## src/rtl/vga_mem_arbiter_if.sv

```systemverilog
`timescale 1ns/1ps
// Bundle of VGA position, display/render requester and memory-controller signals for vga_mem_arbiter.
// slave = arbiter view; master = requesters, timing generator and memory as seen from outside.
interface vga_mem_arbiter_if #(
  parameter int AW = 16,
  parameter int DW = 16
);
  logic [9:0]    x;
  logic [9:0]    y;
  logic          disp_req;
  logic [AW-1:0] disp_addr;
  logic          disp_gnt;
  logic          rend_req;
  logic          rend_we;
  logic [AW-1:0] rend_addr;
  logic [DW-1:0] rend_wdata;
  logic          rend_gnt;
  logic          rend_blocked;
  logic [DW-1:0] rdata;       // read data held for the requester, valid with its gnt
  logic          mem_req;
  logic          mem_we;
  logic [AW-1:0] mem_addr;
  logic [DW-1:0] mem_wdata;
  logic          mem_ack;
  logic [DW-1:0] mem_rdata;

  modport slave (
    input  x, y, disp_req, disp_addr, rend_req, rend_we, rend_addr, rend_wdata,
           mem_ack, mem_rdata,
    output disp_gnt, rend_gnt, rend_blocked, rdata, mem_req, mem_we, mem_addr, mem_wdata
  );

  modport master (
    output x, y, disp_req, disp_addr, rend_req, rend_we, rend_addr, rend_wdata,
           mem_ack, mem_rdata,
    input  disp_gnt, rend_gnt, rend_blocked, rdata, mem_req, mem_we, mem_addr, mem_wdata
  );
endinterface

```

## src/rtl/vga_mem_arbiter.sv

```systemverilog
`timescale 1ns/1ps
// Shares one single-port memory between display prefetch (deadline) and render (aged best effort).
// Min 3 cycles req->gnt with a 1-cycle memory; mem_* held until mem_ack; ARB_STATS_EN adds frame stats.
module vga_mem_arbiter #(
  parameter int H_ACTIVE   = 640,
  parameter int H_TOTAL    = 800,
  parameter int V_ACTIVE   = 480,
  parameter int V_TOTAL    = 525,
  parameter int LOCK_X     = 620,
  parameter int STARVE_MAX = 64,
  parameter int AW         = 16,
  parameter int DW         = 16
) (
  input  logic              clk,
  input  logic              reset,
  vga_mem_arbiter_if.slave  bus
`ifdef ARB_STATS_EN
  ,
  output logic [15:0]       stat_rend_cnt,
  output logic [7:0]        stat_disp_wait_max
`endif
);

  localparam int SW = $clog2(STARVE_MAX + 1);

  if (LOCK_X >= H_TOTAL || H_ACTIVE > H_TOTAL) begin : g_bad_cfg
    $error("vga_mem_arbiter: LOCK_X and H_ACTIVE must lie inside the line");
  end

  typedef enum logic [1:0] {IDLE, BUSY_D, BUSY_R} state_t;

  state_t        state_q, state_d;
  logic          mem_req_q, mem_req_d;
  logic          mem_we_q, mem_we_d;
  logic [AW-1:0] mem_addr_q, mem_addr_d;
  logic [DW-1:0] mem_wdata_q, mem_wdata_d;
  logic          disp_gnt_q, disp_gnt_d;
  logic          rend_gnt_q, rend_gnt_d;
  logic [DW-1:0] rdata_q, rdata_d;
  logic [SW-1:0] starve_cnt_q, starve_cnt_d;

  logic disp_line, lockout, force_rend;

  // Lines whose successor is visible, so the prefetch for it runs at the line end.
  always_comb begin
    disp_line  = (bus.y < 10'(V_ACTIVE - 1)) || (bus.y == 10'(V_TOTAL - 1));
    lockout    = (bus.x >= 10'(LOCK_X)) && (bus.x < 10'(H_TOTAL)) && disp_line;
    force_rend = bus.rend_req && (starve_cnt_q >= SW'(STARVE_MAX)) && !lockout;
  end

  always_comb begin
    state_d      = state_q;
    mem_req_d    = mem_req_q;
    mem_we_d     = mem_we_q;
    mem_addr_d   = mem_addr_q;
    mem_wdata_d  = mem_wdata_q;
    disp_gnt_d   = 1'b0;
    rend_gnt_d   = 1'b0;
    rdata_d      = rdata_q;
    starve_cnt_d = starve_cnt_q;

    case (state_q)
      IDLE: begin
        if (force_rend || (!bus.disp_req && bus.rend_req && !lockout)) begin
          state_d     = BUSY_R;
          mem_req_d   = 1'b1;
          mem_we_d    = bus.rend_we;
          mem_addr_d  = bus.rend_addr;
          mem_wdata_d = bus.rend_wdata;
        end else if (bus.disp_req) begin
          state_d     = BUSY_D;
          mem_req_d   = 1'b1;
          mem_we_d    = 1'b0;
          mem_addr_d  = bus.disp_addr;
          mem_wdata_d = '0;
        end
      end
      BUSY_D, BUSY_R: begin
        if (bus.mem_ack) begin
          state_d    = IDLE;
          mem_req_d  = 1'b0;
          rdata_d    = bus.mem_rdata;
          disp_gnt_d = (state_q == BUSY_D);
          rend_gnt_d = (state_q == BUSY_R);
        end
      end
      default: state_d = IDLE;
    endcase

    // Cleared on the ack edge so a request re-raised in the gnt cycle is aged afresh.
    if (state_q == BUSY_R && bus.mem_ack)
      starve_cnt_d = '0;
    else if (bus.rend_req && state_q != BUSY_R && !lockout && starve_cnt_q < SW'(STARVE_MAX))
      starve_cnt_d = starve_cnt_q + 1'b1;
  end

`ifdef ARB_STATS_EN
  logic        origin_q, origin_d;
  logic [15:0] rend_cnt_q, rend_cnt_d, stat_rend_q, stat_rend_d;
  logic [7:0]  disp_wait_q, disp_wait_d, wait_max_q, wait_max_d, stat_wait_q, stat_wait_d;
  logic        origin, frame_start;

  always_comb begin
    origin      = (bus.x == 10'd0) && (bus.y == 10'd0);
    frame_start = origin && !origin_q;
    origin_d    = origin;
    rend_cnt_d  = (rend_gnt_q && rend_cnt_q != 16'hFFFF) ? rend_cnt_q + 16'd1 : rend_cnt_q;
    disp_wait_d = disp_wait_q;
    wait_max_d  = wait_max_q;
    stat_rend_d = stat_rend_q;
    stat_wait_d = stat_wait_q;
    if (state_q == IDLE && state_d == BUSY_D) begin
      if (disp_wait_q > wait_max_q) wait_max_d = disp_wait_q;
      disp_wait_d = '0;
    end else if (bus.disp_req && state_q != BUSY_D && disp_wait_q != 8'hFF) begin
      disp_wait_d = disp_wait_q + 8'd1;
    end
    if (frame_start) begin
      stat_rend_d = rend_cnt_d;
      stat_wait_d = wait_max_d;
      rend_cnt_d  = '0;
      wait_max_d  = '0;
    end
  end

  assign stat_rend_cnt      = stat_rend_q;
  assign stat_disp_wait_max = stat_wait_q;
`endif

  always_ff @(posedge clk) begin
    if (reset) begin
      state_q      <= IDLE;
      mem_req_q    <= 1'b0;
      mem_we_q     <= 1'b0;
      mem_addr_q   <= '0;
      mem_wdata_q  <= '0;
      disp_gnt_q   <= 1'b0;
      rend_gnt_q   <= 1'b0;
      rdata_q      <= '0;
      starve_cnt_q <= '0;
`ifdef ARB_STATS_EN
      origin_q     <= 1'b0;
      rend_cnt_q   <= '0;
      stat_rend_q  <= '0;
      disp_wait_q  <= '0;
      wait_max_q   <= '0;
      stat_wait_q  <= '0;
`endif
    end else begin
      state_q      <= state_d;
      mem_req_q    <= mem_req_d;
      mem_we_q     <= mem_we_d;
      mem_addr_q   <= mem_addr_d;
      mem_wdata_q  <= mem_wdata_d;
      disp_gnt_q   <= disp_gnt_d;
      rend_gnt_q   <= rend_gnt_d;
      rdata_q      <= rdata_d;
      starve_cnt_q <= starve_cnt_d;
`ifdef ARB_STATS_EN
      origin_q     <= origin_d;
      rend_cnt_q   <= rend_cnt_d;
      stat_rend_q  <= stat_rend_d;
      disp_wait_q  <= disp_wait_d;
      wait_max_q   <= wait_max_d;
      stat_wait_q  <= stat_wait_d;
`endif
    end
  end

  assign bus.mem_req      = mem_req_q;
  assign bus.mem_we       = mem_we_q;
  assign bus.mem_addr     = mem_addr_q;
  assign bus.mem_wdata    = mem_wdata_q;
  assign bus.disp_gnt     = disp_gnt_q;
  assign bus.rend_gnt     = rend_gnt_q;
  assign bus.rdata        = rdata_q;
  assign bus.rend_blocked = lockout;

endmodule

```

## src/flat_wrapper.sv

```systemverilog
// flat-port wrapper written by rule: the top's interface ports become plain ports
module vga_mem_arbiter_flat 
#(
  parameter int H_ACTIVE   = 640,
  parameter int H_TOTAL    = 800,
  parameter int V_ACTIVE   = 480,
  parameter int V_TOTAL    = 525,
  parameter int LOCK_X     = 620,
  parameter int STARVE_MAX = 64,
  parameter int AW         = 16,
  parameter int DW         = 16
)
  (clk, reset, bus_x, bus_y, bus_disp_req, bus_disp_addr, bus_rend_req, bus_rend_we, bus_rend_addr, bus_rend_wdata, bus_mem_ack, bus_mem_rdata, bus_disp_gnt, bus_rend_gnt, bus_rend_blocked, bus_rdata, bus_mem_req, bus_mem_we, bus_mem_addr, bus_mem_wdata);
  vga_mem_arbiter_if #(.AW(AW), .DW(DW)) bus_i ();
  input  logic clk;
  input  logic reset;
  input wire logic [$bits(bus_i.x)-1:0] bus_x;
  input wire logic [$bits(bus_i.y)-1:0] bus_y;
  input wire logic [$bits(bus_i.disp_req)-1:0] bus_disp_req;
  input wire logic [$bits(bus_i.disp_addr)-1:0] bus_disp_addr;
  input wire logic [$bits(bus_i.rend_req)-1:0] bus_rend_req;
  input wire logic [$bits(bus_i.rend_we)-1:0] bus_rend_we;
  input wire logic [$bits(bus_i.rend_addr)-1:0] bus_rend_addr;
  input wire logic [$bits(bus_i.rend_wdata)-1:0] bus_rend_wdata;
  input wire logic [$bits(bus_i.mem_ack)-1:0] bus_mem_ack;
  input wire logic [$bits(bus_i.mem_rdata)-1:0] bus_mem_rdata;
  output wire logic [$bits(bus_i.disp_gnt)-1:0] bus_disp_gnt;
  output wire logic [$bits(bus_i.rend_gnt)-1:0] bus_rend_gnt;
  output wire logic [$bits(bus_i.rend_blocked)-1:0] bus_rend_blocked;
  output wire logic [$bits(bus_i.rdata)-1:0] bus_rdata;
  output wire logic [$bits(bus_i.mem_req)-1:0] bus_mem_req;
  output wire logic [$bits(bus_i.mem_we)-1:0] bus_mem_we;
  output wire logic [$bits(bus_i.mem_addr)-1:0] bus_mem_addr;
  output wire logic [$bits(bus_i.mem_wdata)-1:0] bus_mem_wdata;
  assign bus_i.x = bus_x;
  assign bus_i.y = bus_y;
  assign bus_i.disp_req = bus_disp_req;
  assign bus_i.disp_addr = bus_disp_addr;
  assign bus_i.rend_req = bus_rend_req;
  assign bus_i.rend_we = bus_rend_we;
  assign bus_i.rend_addr = bus_rend_addr;
  assign bus_i.rend_wdata = bus_rend_wdata;
  assign bus_i.mem_ack = bus_mem_ack;
  assign bus_i.mem_rdata = bus_mem_rdata;
  assign bus_disp_gnt = bus_i.disp_gnt;
  assign bus_rend_gnt = bus_i.rend_gnt;
  assign bus_rend_blocked = bus_i.rend_blocked;
  assign bus_rdata = bus_i.rdata;
  assign bus_mem_req = bus_i.mem_req;
  assign bus_mem_we = bus_i.mem_we;
  assign bus_mem_addr = bus_i.mem_addr;
  assign bus_mem_wdata = bus_i.mem_wdata;
  vga_mem_arbiter #(.H_ACTIVE(H_ACTIVE), .H_TOTAL(H_TOTAL), .V_ACTIVE(V_ACTIVE), .V_TOTAL(V_TOTAL), .LOCK_X(LOCK_X), .STARVE_MAX(STARVE_MAX), .AW(AW), .DW(DW)) u_core (.clk(clk), .reset(reset), .bus(bus_i));
endmodule
```

## config.mk

```make
export PLATFORM = sky130hd
export DESIGN_NAME = vga_mem_arbiter_flat
export DESIGN_NICKNAME = d
export VERILOG_FILES = /design/src/rtl/vga_mem_arbiter_if.sv /design/src/rtl/vga_mem_arbiter.sv /design/src/flat_wrapper.sv
export SDC_FILE = /design/constraint.sdc
export NUM_CORES = 1
export LEC_CHECK = 0
export CORE_MARGIN = 10
export CORE_UTILIZATION = 50
export DETAILED_ROUTE_END_ITERATION = 12
export DONT_BUFFER_PORTS = 1
export HOLD_SLACK_MARGIN = 0.05
export PLACE_DENSITY = 0.65
export SKIP_LAST_GASP = 1
export SYNTH_ARGS = -nofsm -noshare
export SYNTH_HDL_FRONTEND = slang
export SYNTH_SLANG_ARGS = --single-unit
```

## constraint.sdc

```tcl
create_clock -name clk -period 5.97 [get_ports clk]
set_input_delay 0.597 -clock clk [delete_from_list [all_inputs] [get_ports clk]]
set_output_delay 0.597 -clock clk [all_outputs]
set_load 0.03 [all_outputs]
```

Word level (Yosys, flattened, before mapping)

Index checks and enable logic that the tools add are counted.

Flip-flop bits (word level): 61
Bits of input ports: 90
Output and inout port bits: 53
Logic and storage cells: 61

Add/subtract/negate cells: 1
Order comparisons: 5
Equal/unequal tests: 6
Mux-type cells: 14
Bitwise gates (word level): 2
Reductions and logical operators: 24

Operators with widths:

| cell                                                      | count |
|---|---|
| 2-to-1 mux 16 bit                                         | 4 |
| equality test 10 bit, second input constant               | 1 |
| greater-or-equal comparator 10 bit, second input constant | 1 |
| logical AND 1 bit                                         | 10 |
| < comparator 10 bit, second input constant                | 1 |
| < comparator 10 x 9 -> 1 bit, second input constant       | 1 |
| adder 7 x 1 -> 7 bit, second input constant               | 1 |
| greater-or-equal comparator 7 bit, second input constant  | 1 |
| < comparator 7 bit, second input constant                 | 1 |
| 2-to-1 mux 2 bit                                          | 3 |
| AND reduction 2 bit                                       | 3 |
| 2-to-1 mux 1 bit                                          | 5 |
| != test 2 bit, second input constant                      | 2 |
| case mux 2 bit (2 select lines)                           | 1 |
| nonzero test 2 bit                                        | 2 |
| OR reduction 2 bit                                        | 2 |
| != test 3 x 2 -> 1 bit, second input constant             | 1 |
| AND reduction 3 bit                                       | 1 |
| OR reduction 3 bit                                        | 1 |
| equality test 2 x 1 -> 1 bit, second input constant       | 1 |
| equality test 2 bit, second input constant                | 1 |
| zero test 1 bit                                           | 2 |
| zero test 2 bit                                           | 1 |
| logical OR 1 bit                                          | 2 |
| 2 further kinds                                           | 3 |

Logic depth before layout (Yosys ltp)

Gate-level depths: netlist of the first run.

Depth in word-level cells: 8
Gate-level depth with buffers: 8
Gate-level depth less buffers: 6

Worst setup path after synthesis of the first run

No wires, ideal clock.

Path type: input -> output
From: in bus_y[8]
To: out bus_rend_blocked
Arrival time: 1.988 ns
Data required time: 5.373 ns
Setup slack: 3.385 ns
Stages on the path: 4
Path buffers: 0
Cells stage by stage: or4_4 o31ai_4 o311ai_4 nor2_1

Cells in the longest elaborated chain, start to end: 3
Elaborated cells between the ends (all ways): 4
Those cells by class: order compare: 1; eq/ne: 1; reduce/logical: 2

Ends and longest elaborated chain:

| item                                                                 | RTL line              | text |
|---|---|---|
| from (decl)                                                          | flat_wrapper.sv:18    | `input wire logic [$bits(bus_i.y)-1:0] bus_y;` |
| < comparator 10 x 9 -> 1 bit or equality test 10 bit (tied branches) | vga_mem_arbiter.sv:46 | `disp_line = (bus.y < 10'(V_ACTIVE - 1)) \|\| (bus.y == 10'(V_TOTAL - 1));` |
| logical OR 1 bit (*)                                                 | vga_mem_arbiter.sv:46 |  |
| logical AND 1 bit (*)                                                | vga_mem_arbiter.sv:47 | `lockout = (bus.x >= 10'(LOCK_X)) && (bus.x < 10'(H_TOTAL)) && disp_line;` |
| to (decl)                                                            | flat_wrapper.sv:29    | `output wire logic [$bits(bus_i.rend_blocked)-1:0] bus_rend_blocked;` |

Mark *: on every way between the ends. The rest lies on a longest branch, timed or not.

Worst setup path in the final report of the first run

From: in bus_y[8]
To: reg u_core.mem_addr_q[9] (netlist: u_core.bus.mem_addr[9])

Cells in the longest elaborated chain, start to end: 8
Elaborated cells between the ends (all ways): 11
Those cells by class: order compare: 1; eq/ne: 1; mux: 1; reduce/logical: 8

Ends and longest elaborated chain:

| item                                                                 | RTL line                                     | text |
|---|---|---|
| < comparator 10 x 9 -> 1 bit or equality test 10 bit (tied branches) | vga_mem_arbiter.sv:46                        |  |
| logical OR 1 bit (*)                                                 | vga_mem_arbiter.sv:46                        |  |
| logical AND 1 bit (*)                                                | vga_mem_arbiter.sv:47                        |  |
| zero test 1 bit (*)                                                  | vga_mem_arbiter.sv:48, vga_mem_arbiter.sv:64 |  |
| logical AND 1 bit (on tied branches)                                 | vga_mem_arbiter.sv:48, vga_mem_arbiter.sv:64 |  |
| logical OR 1 bit (*)                                                 | vga_mem_arbiter.sv:64                        | `if (force_rend \|\| (!bus.disp_req && bus.rend_req && !lockout)) begin` |
| nonzero test 2 bit (no line)                                         | -                                            |  |
| AND reduction 2 bit (no line)                                        | -                                            |  |
| to (signal assigned)                                                 | vga_mem_arbiter.sv:153                       | `mem_addr_q <= mem_addr_d;` |
| to (decl)                                                            | vga_mem_arbiter.sv:35                        | `logic [AW-1:0] mem_addr_q, mem_addr_d;` |

Marks and branches as above.
A chain may end at the register's enable or synchronous reset.

==> run_results.csv, run 1 <==
group,metric,value,unit
power_and_ir_drop,clockPowerShare,0.329,
worst_setup_path,crit_chain,"or4_4 > o31ai_4 > o311ai_4 > o211ai_2 > mux2i_1 > a211oi_2",
drt,drtIter0Drc,82,
drt,wirelength,6340,um
power_and_ir_drop,ir_drop,0.000206,V
sta,setup_viol,0,
sta,tns,0,ps
yosys,yosys.area.top_type,"dfxtp_1",
clock_tree,clk_pin_slew,70,ps
yosys,synth_area,2600,um^2
grt,gr-total-overflow,0,
yosys,async_flop_share,0,
worst_setup_path,slowest_stage,"o211ai_2",
sta,slew_viol_final,0,
worst_setup_path,endpoint_kind,"flop",
clock_tree,worstSkewPairLatency,320,ps
power_and_ir_drop,power.share.sequential,0.554,
sta,rsz0062_at_grt,"false",
grt,grt_pass1_vias,1875,
power_and_ir_drop,p_sw,0.000296,W
sta,hold_viol_final,0,
yosys,ys_warn_count,0,
clock_tree,cts_root_buf,"clkbuf_8",
yosys,synthTopCellsByArea,"dfxtp_1, mux2i_1, a22o_1",
yosys,synthDistinctLibCells,45,
yosys,synth_top_flop_cell,"dfxtp_1",
final_layout,fillers,470,
die,ioPinCount,143,
drt,vias,1877,
drt,drc,0,
worst_setup_path,cp_max_fo,17,
yosys,yosysSeqAreaShare,0.469,
power_and_ir_drop,p_int,0.000645,W
sta,finClkSkew,7.84,ps
die,rows,26,
placed_design,port_buffers,0,
clock_tree,cts_tree,"done",
final_layout,multi_input_area,1280,um^2
sta,fin_crit_sh,0.468,
sta,slew_headroom,0.213,
run,drv_cap,0,
final_layout,fin_util,0.547,
min_path,worstHoldPathType,"primary input to flop",
drt,drtPass1Iterations,4,
final_layout,final_layout_size_suffix_gt1_frac,0.122,
placed_design,dpl.hpwl,4800,um
final_layout,final-seq-area,1220,um^2
power_and_ir_drop,p_total,0.000941,W
worst_setup_path,cp_top_family,"compound AO/OA/AOI/OAI gates",
sta,clock.fmax,358,MHz
placed_design,gp_congestion,0.763,
grt,antenna_found_initial,0,
yosys,synth.top_cell.area_share,0.469,
clock_tree,clockBufferDepth,2,
final_layout,area_delta_synth_final,6.58,%
worst_setup_path,cp_slowest_stage_delay,940,ps
yosys,synth_most_common_cell,"dfxtp_1",
clock_tree,cts_max_level,3,
final_layout,nNetsFinal,354,
yosys,synthTopCellsByCount,"dfxtp_1, nand2_1, a21oi_1",
die,core-area,5070,um^2
sta,period_minus_slack,2800,ps
yosys,syn_area_per_cell,9.86,um^2
grt,grt_pass1_wl,9750,um
die,die_area,8490,um^2
placed_design,dp_cells,318,
clock_tree,cts-buffers-inserted,9,
die,fp.dieH,92.2,um
clock_tree,cts.hold.buffers_added,0,
worst_setup_path,crit_type,"primary input to flop",
grt,grt_start_max_net_pins,43,
clock_tree,cts_num_sinks,61,
run_status,status,"finished, final reports clean",
drt,viasPerCell,5.64,
grt,grtUsageTotal,0.142,
drt,antenna_left,0,
power_and_ir_drop,cellPowerDensity,339,nW/um^2
worst_setup_path,critPathRequiredTime,6170,ps
die,die_w,92.2,um
worst_setup_path,arrival,2990,ps
yosys,synth-edff-count,0,
final_layout,diodes,0,
worst_setup_path,worstSetupStartpointType,"primary input",
worst_setup_path,cp_num_buf_inv,0,
drt,wl_per_cell,19.0,um
power_and_ir_drop,p_leak,1.07,nW
clock_tree,postCtsSetupBuffers,0,
power_and_ir_drop,comb_power_share,0.117,
yosys,postSynthCellCount,264,
yosys,syn_nets,359,
power_and_ir_drop,p_sw_frac,0.315,
final_layout,layoutNonFillerInstCount,333,
die,initial_utilization,0.513,
yosys,synth_seq_cells,61,
sta,tightest_slew,1180,ps
clock_tree,cts_resized,0,
## layout by cell type (no fill, tap or decap), types with 3 or more instances in the layout
cell and n:
a22o_1 17, mux2i_1 17, nand2_1 38, nor2_1 21, ha_1 5, clkbuf_8 10, a211oi_1 7, inv_1 4
a211oi_2 10, o21ai_0 4, a21oi_1 23, nor2b_1 3, nor3_1 3, dfxtp_1 61, or3_1 3
## area by class of cell
cell class	instances	share of cell area
clock buffers	11	0.0509
clock inverters	4	0.00902
inverters	4	0.00541
multi-input cells	182	0.460
flip-flops and latches	61	0.440
well taps	70	0.0316
repair buffers	1	0.00271
## power by group through the flow
stage,Clock [W],Combinational (W),Sequential (W)
2_1_floorplan,0,0.000107,0.000522
4_1_cts,0.000320,0.000112,0.000523
3_5_place_dp,0,0.000112,0.000532
5_1_grt,0.000340,0.000126,0.000526
6_report,0.000309,0.000110,0.000521
3_3_place_gp,0,0.000110,0.000532
## stage by stage
stage,hold WS [ps],cell area [um^2],setup slack [ps]
2_1_floorplan,454,2600,3380
3_3_place_gp,469,2610,2920
3_5_place_dp,477,2610,2870
4_1_cts,319,2780,3210
5_1_grt,307,2780,3060
6_report,340,2780,3170
## sequential cells by signal (all words and copies together), names as in the netlist
name                  cells
u_core.bus.mem_req        1
u_core.bus.mem_addr      16
u_core.bus.mem_wdata     16
u_core.bus.mem_we         1
u_core.bus.rend_gnt       1
u_core.starve_cnt_q       7
u_core.bus.disp_gnt       1
u_core.bus.rdata         16
u_core.state_q            2
## logic make-up after synthesis
family	after synthesis	share of synthesized area
compound gates	77	0.243
xor+xnor	1	0.00336
fa+ha+maj	5	0.0240
buf+inv	21	0.0461
flops	61	0.469
mux	17	0.0654
simple gates	82	0.149
## worst reg2reg max path: stages, from the launching register on
cell     delay [ps]
dfxtp_1         340
inv_1            90
ha_1            210
o21a_1          140
o31a_1          120
buf_4           350
nor2_8          130
a22o_1          250
## metal layers
layer,up-vias,global-route usage,wire length [um]
li1,937,-,-
met1,833,0.163,2630
met2,97,0.196,2700
met3,10,0.0962,918
met4,0,0.0707,91
met5,-,0,0
## final timing paths
check,startpoint,slack (ps),to,depth (start not counted)
worst max register to register,u_core.state_q[0]$_SDFFE_PP0P_,4240,u_core.bus.mem_wdata[5]$_SDFFE_PP0P_,7
worst max-delay path,bus_y[8],3170,u_core.bus.mem_addr[9]$_SDFFE_PP0P_,6
worst min-delay path,reset,340,u_core.bus.mem_addr[6]$_SDFFE_PP0P_,1
worst min register to register,u_core.starve_cnt_q[6]$_SDFFE_PP0P_,490,u_core.starve_cnt_q[6]$_SDFFE_PP0P_,1
Power figures use the tool's default switching activity.
==> inputs of run 2 (changes only) <==
--- a/config.mk
+++ b/config.mk
@@ -10,7 +10,7 @@
 export DETAILED_ROUTE_END_ITERATION = 12
 export DONT_BUFFER_PORTS = 1
 export HOLD_SLACK_MARGIN = 0.05
-export PLACE_DENSITY = 0.65
+export PLACE_DENSITY = 0.68
 export SKIP_LAST_GASP = 1
 export SYNTH_ARGS = -nofsm -noshare
 export SYNTH_HDL_FRONTEND = slang
==> constraint.sdc (replaced) <==
create_clock -name clk -period 2.5 [get_ports clk]
set_input_delay 0.25 -clock clk [delete_from_list [all_inputs] [get_ports clk]]
set_output_delay 0.25 -clock clk [all_outputs]
set_load 0.03 [all_outputs]
==> run_results.csv, run 2 (synthesis results as in run 1) <==
group,metric,value,unit
sta,tightest_slew,610,ps
die,rows,26,
drt,drtIter0Drc,75,
final_layout,diodes,0,
clock_tree,cts-buffers-inserted,9,
sta,rsz0062_at_grt,"false",
worst_setup_path,cp_top_family,"compound AO/OA/AOI/OAI gates",
die,core-area,5070,um^2
drt,wl_per_cell,18.9,um
clock_tree,cts_max_level,3,
power_and_ir_drop,ir_drop,0.000444,V
sta,fin_crit_sh,0.781,
run,drv_cap,0,
final_layout,nNetsFinal,388,
worst_setup_path,worstSetupStartpointType,"primary input",
power_and_ir_drop,cellPowerDensity,797,nW/um^2
worst_setup_path,cp_num_buf_inv,1,
placed_design,dpl.hpwl,5000,um
drt,wirelength,6930,um
clock_tree,clockBufferDepth,2,
sta,setup_viol,0,
clock_tree,worstSkewPairLatency,330,ps
clock_tree,postCtsSetupBuffers,0,
drt,antenna_left,0,
final_layout,final_common_cell,"dfxtp_1",
final_layout,area_delta_synth_final,21.4,%
drt,drc,0,
clock_tree,cts_root_buf,"clkbuf_8",
grt,grtUsageTotal,0.161,
sta,finClkSkew,6.90,ps
run_status,status,"finished, final reports clean",
worst_setup_path,crit_chain,"or4_4 > o31ai_4 > o311ai_4 > o31a_1 > buf_4 > a211oi_1",
grt,antenna_found_initial,0,
clock_tree,cts_resized,0,
die,fp.dieH,92.2,um
worst_setup_path,rr_worst_depth,7,
sta,tns,0,ps
sta,hold_viol_final,0,
worst_setup_path,critPathRequiredTime,2730,ps
min_path,holdPathStages,1,
grt,grt_pass1_wl,11100,um
grt,gr-total-overflow,0,
final_layout,mostFrequentLayoutCells,"dfxtp_1, nand2_1, dlygate4sd3_1, a21oi_1, nor2_1",
final_layout,fin_area,3160,um^2
die,die_w,92.2,um
clock_tree,cts.hold.buffers_added,28,
worst_setup_path,regToRegEndpoint,"u_core.bus.mem_addr[5]$_SDFFE_PP0P_",
placed_design,gp_congestion,0.754,
placed_design,dp_cells,324,
clock_tree,cts_num_sinks,61,
final_layout,layoutNonFillerInstCount,367,
sta,slew_headroom,0.594,
power_and_ir_drop,p_leak,1.24,nW
worst_setup_path,cp_slowest_stage_delay,530,ps
worst_setup_path,cp_max_fo,10,
grt,grt_pass1_vias,2161,
final_layout,final_layout_size_suffix_gt1_frac,0.131,
clock_tree,clk_pin_slew,60,ps
die,die_area,8490,um^2
placed_design,port_buffers,0,
worst_setup_path,slowest_stage,"or4_4",
min_path,min-delay-start,"bus_rend_wdata[15]",
die,initial_utilization,0.513,
sta,slew_viol_final,0,
placed_design,placed_area,2660,um^2
power_and_ir_drop,p_total,0.00252,W
min_path,hold-path-endpoint,"u_core.bus.mem_wdata[15]$_SDFFE_PP0P_",
die,ioPinCount,143,
worst_setup_path,rr_startpoint,"u_core.state_q[0]$_SDFFE_PP0P_",
drt,viasPerCell,5.71,
worst_setup_path,crit_type,"primary input to flop",
min_path,worstHoldPathType,"primary input to flop",
drt,vias,2094,
sta,clock.fmax,512,MHz
sta,whs,61.7,ps
clock_tree,cts_tree,"done",
worst_setup_path,arrival,2180,ps
worst_setup_path,r2r_slack,570,ps
sta,period_minus_slack,1950,ps
worst_setup_path,endpoint_kind,"flop",
drt,drtPass1Iterations,4,
grt,grt_start_max_net_pins,37,
-- run 2: worst max-delay path by stage --
stage,from,endpoint,slack (ps),cells past startpoint
4_1_cts,u_core.state_q[0]$_SDFFE_PP0P_,u_core.bus.mem_addr[4]$_SDFFE_PP0P_,520,7
6_report,bus_y[8],u_core.bus.mem_addr[5]$_SDFFE_PP0P_,550,6
3_3_place_gp,bus_y[8],u_core.bus.mem_addr[13]$_SDFFE_PP0P_,240,7
3_5_place_dp,bus_y[8],u_core.bus.mem_addr[12]$_SDFFE_PP0P_,200,7
2_1_floorplan,bus_y[8],u_core.bus.mem_wdata[10]$_SDFFE_PP0P_,390,8
5_1_grt,u_core.state_q[1]$_SDFFE_PP0P_,u_core.bus.mem_addr[1]$_SDFFE_PP0P_,370,7
-- run 2: layer usage --
metal  track usage  part of all wire  vias to the layer above
met1         0.166              0.37                      970
met2         0.254              0.47                      101
met3        0.0962              0.14                       14
li1              -                 -                     1009
met5             0                 0                        -
met4        0.0797             0.021                        0
-- run 2: area by class of cell --
type                            count  area (um^2)
Clock inverter                      4         72.6
Timing Repair Buffer               35          355
Inverter                            4         15.0
Sequential cell                    61         1220
Tap cell                           70         87.6
Clock buffer                       11          141
Fill cell                         424         1910
Multi-Input combinational cell    182         1270
-- run 2: power by group --
part / internal [W] / switching [W]
Clock: 0.000582 / 0.000359
Combinational: 0.000156 / 0.000176
Sequential: 0.00105 / 0.000197
Total: 0.00179 / 0.000732
-- run 2: per-stage QoR --
step                      utilization  setup slack (ps)
after global placement          0.524               237
after floorplan                     -               386
final                           0.623               547
after CTS                       0.623               522
after global routing            0.623               375
after detailed placement        0.524               197
-- run 2: worst register-to-register path: cells and delay by family, from the launching register on --
kind	cells	cell delay, ps
AO/OA/AOI/OAI	3	890
buffers and inverters	2	360
flip-flops	1	340
adder cells (fa/ha/maj)	1	200
AND/OR/NAND/NOR	1	50
==> inputs of run 3 (changes only) <==
==> constraint.sdc (replaced) <==
create_clock -name clk -period 1.75 [get_ports clk]
set_input_delay 0.175 -clock clk [delete_from_list [all_inputs] [get_ports clk]]
set_output_delay 0.175 -clock clk [all_outputs]
set_load 0.03 [all_outputs]
==> run_results.csv, run 3 (synthesis results as in run 1) <==
group,metric,value,unit
final_layout,fin_util,0.660,
placed_design,dpl.hpwl,5080,um
sta,finClkSkew,6.19,ps
grt,gr-total-overflow,0,
grt,grt_start_max_net_pins,39,
clock_tree,cts_num_sinks,61,
run_status,status,"finished, final reports clean",
clock_tree,clockBufferDepth,2,
worst_setup_path,slowest_stage,"or4_4",
run,drv_cap,0,
grt,grt_pass1_wl,11800,um
clock_tree,cts_root_buf,"clkbuf_8",
worst_setup_path,worstSetupStartpointType,"primary input",
die,ioPinCount,143,
sta,slew_headroom,0.653,
sta,tightest_slew,513,ps
final_layout,diodes,0,
sta,clock.fmax,580,MHz
worst_setup_path,crit_type,"primary input to flop",
sta,hold_viol_final,0,
worst_setup_path,cp_slowest_stage_delay,520,ps
worst_setup_path,crit_chain,"or4_4 > o31ai_4 > o311ai_4 > o31a_1 > buf_12 > nor2_8 > a22o_1",
drt,drtIter0Drc,101,
power_and_ir_drop,ir_drop,0.000669,V
min_path,worstHoldPathType,"primary input to flop",
grt,grtUsageTotal,0.170,
sta,slew_viol_final,0,
worst_setup_path,cp_max_fo,22,
placed_design,port_buffers,0,
drt,viasPerCell,5.39,
die,initial_utilization,0.513,
clock_tree,worstSkewPairLatency,320,ps
drt,vias,2077,
drt,wl_per_cell,18.8,um
power_and_ir_drop,p_leak,1.31,nW
die,die_area,8490,um^2
clock_tree,cts-buffers-inserted,9,
sta,period_minus_slack,1730,ps
worst_setup_path,critPathRequiredTime,2010,ps
drt,drtPass1Iterations,4,
clock_tree,clk_pin_slew,70,ps
power_and_ir_drop,p_total,0.00349,W
worst_setup_path,arrival,1990,ps
final_layout,final_layout_size_suffix_gt1_frac,0.171,
worst_setup_path,endpoint_kind,"flop",
drt,antenna_left,0,
drt,drc,0,
final_layout,area_delta_synth_final,28.5,%
die,rows,26,
final_layout,nNetsFinal,405,
clock_tree,postCtsSetupBuffers,0,
final_layout,mostFrequentLayoutCells,"dfxtp_1, nand2_1, dlygate4sd3_1, a21oi_1, nor2_1",
power_and_ir_drop,cellPowerDensity,1040,nW/um^2
grt,grt_pass1_vias,2181,
placed_design,post-place-ws,-301,ps
clock_tree,cts_max_level,3,
die,fp.dieH,92.2,um
grt,antenna_found_initial,0,
sta,rsz0062_at_grt,"true",
sta,setup_viol,0,
sta,fin_crit_sh,0.986,
die,core-area,5070,um^2
final_layout,final_common_cell,"dfxtp_1",
drt,wirelength,7250,um
die,die_w,92.2,um
sta,worst_slack,24.7,ps
clock_tree,cts_tree,"done",
placed_design,gp_congestion,0.721,
==> run 3: area by class of cell <==
cell class	count	area (um^2)
clock buffers	14	173
repair buffers	52	541
well taps	70	87.6
inverters	4	15.0
clock inverters	2	16.3
multi-input cells	182	1290
flip-flops and latches	61	1220
fillers	416	1730
==> run 3: metrics by stage <==
step                hold slack [ps]  instances  TNS [ps]  area, um^2
global placement                249        333     -8350        2780
CTS                            55.6        385         0        3330
floorplan                       296        264     -5880        2640
finish                         69.1        385         0        3350
global route                   84.7        385      -303        3350
detailed placement              248        333    -10270        2780
==> run 3: path summary, 6_finish.rpt <==
kind                                                     startpoint                                     to  slack, ps  cells after the start
worst max register to register       u_core.state_q[1]$_SDFFE_PP0P_    u_core.bus.mem_addr[2]$_SDFFE_PP0P_        150                      8
worst min-delay path                                          reset        u_core.bus.mem_req$_SDFFE_PP0P_         70                      2
worst min register to register  u_core.starve_cnt_q[6]$_SDFFE_PP0P_    u_core.starve_cnt_q[6]$_SDFFE_PP0P_        490                      1
worst max-delay path                                       bus_y[8]  u_core.bus.mem_wdata[13]$_SDFFE_PP0P_         20                      7
==> run 3: power by group <==
part           internal, W  switching [W]  total (W)
sequential         0.00150       0.000280    0.00178
clock             0.000635       0.000521    0.00116
combinational     0.000282       0.000273   0.000556
==> run 3: per-layer routing <==
| metal | wire length [um] | global-route usage |
|---|---|---|
| met1 | 2780 | 0.182 |
| met2 | 3550 | 0.281 |
| met3 | 841 | 0.0888 |
| met4 | 80 | 0.0566 |
| met5 | 0 | 0 |
==> run 3: repair_timing <==
item,4_1_cts,5_1_grt
resized for setup,0,3
hold buffers,36,0
setup endpoints to repair,0,20
hold endpoints to repair,55,0
==> run 3: critical path: cells and delay by family <==
kind | cells | cell delay [ps]
buffers and inverters | 1 | 180
AND/OR/NAND/NOR | 2 | 740
AO/OA/AOI/OAI | 4 | 890
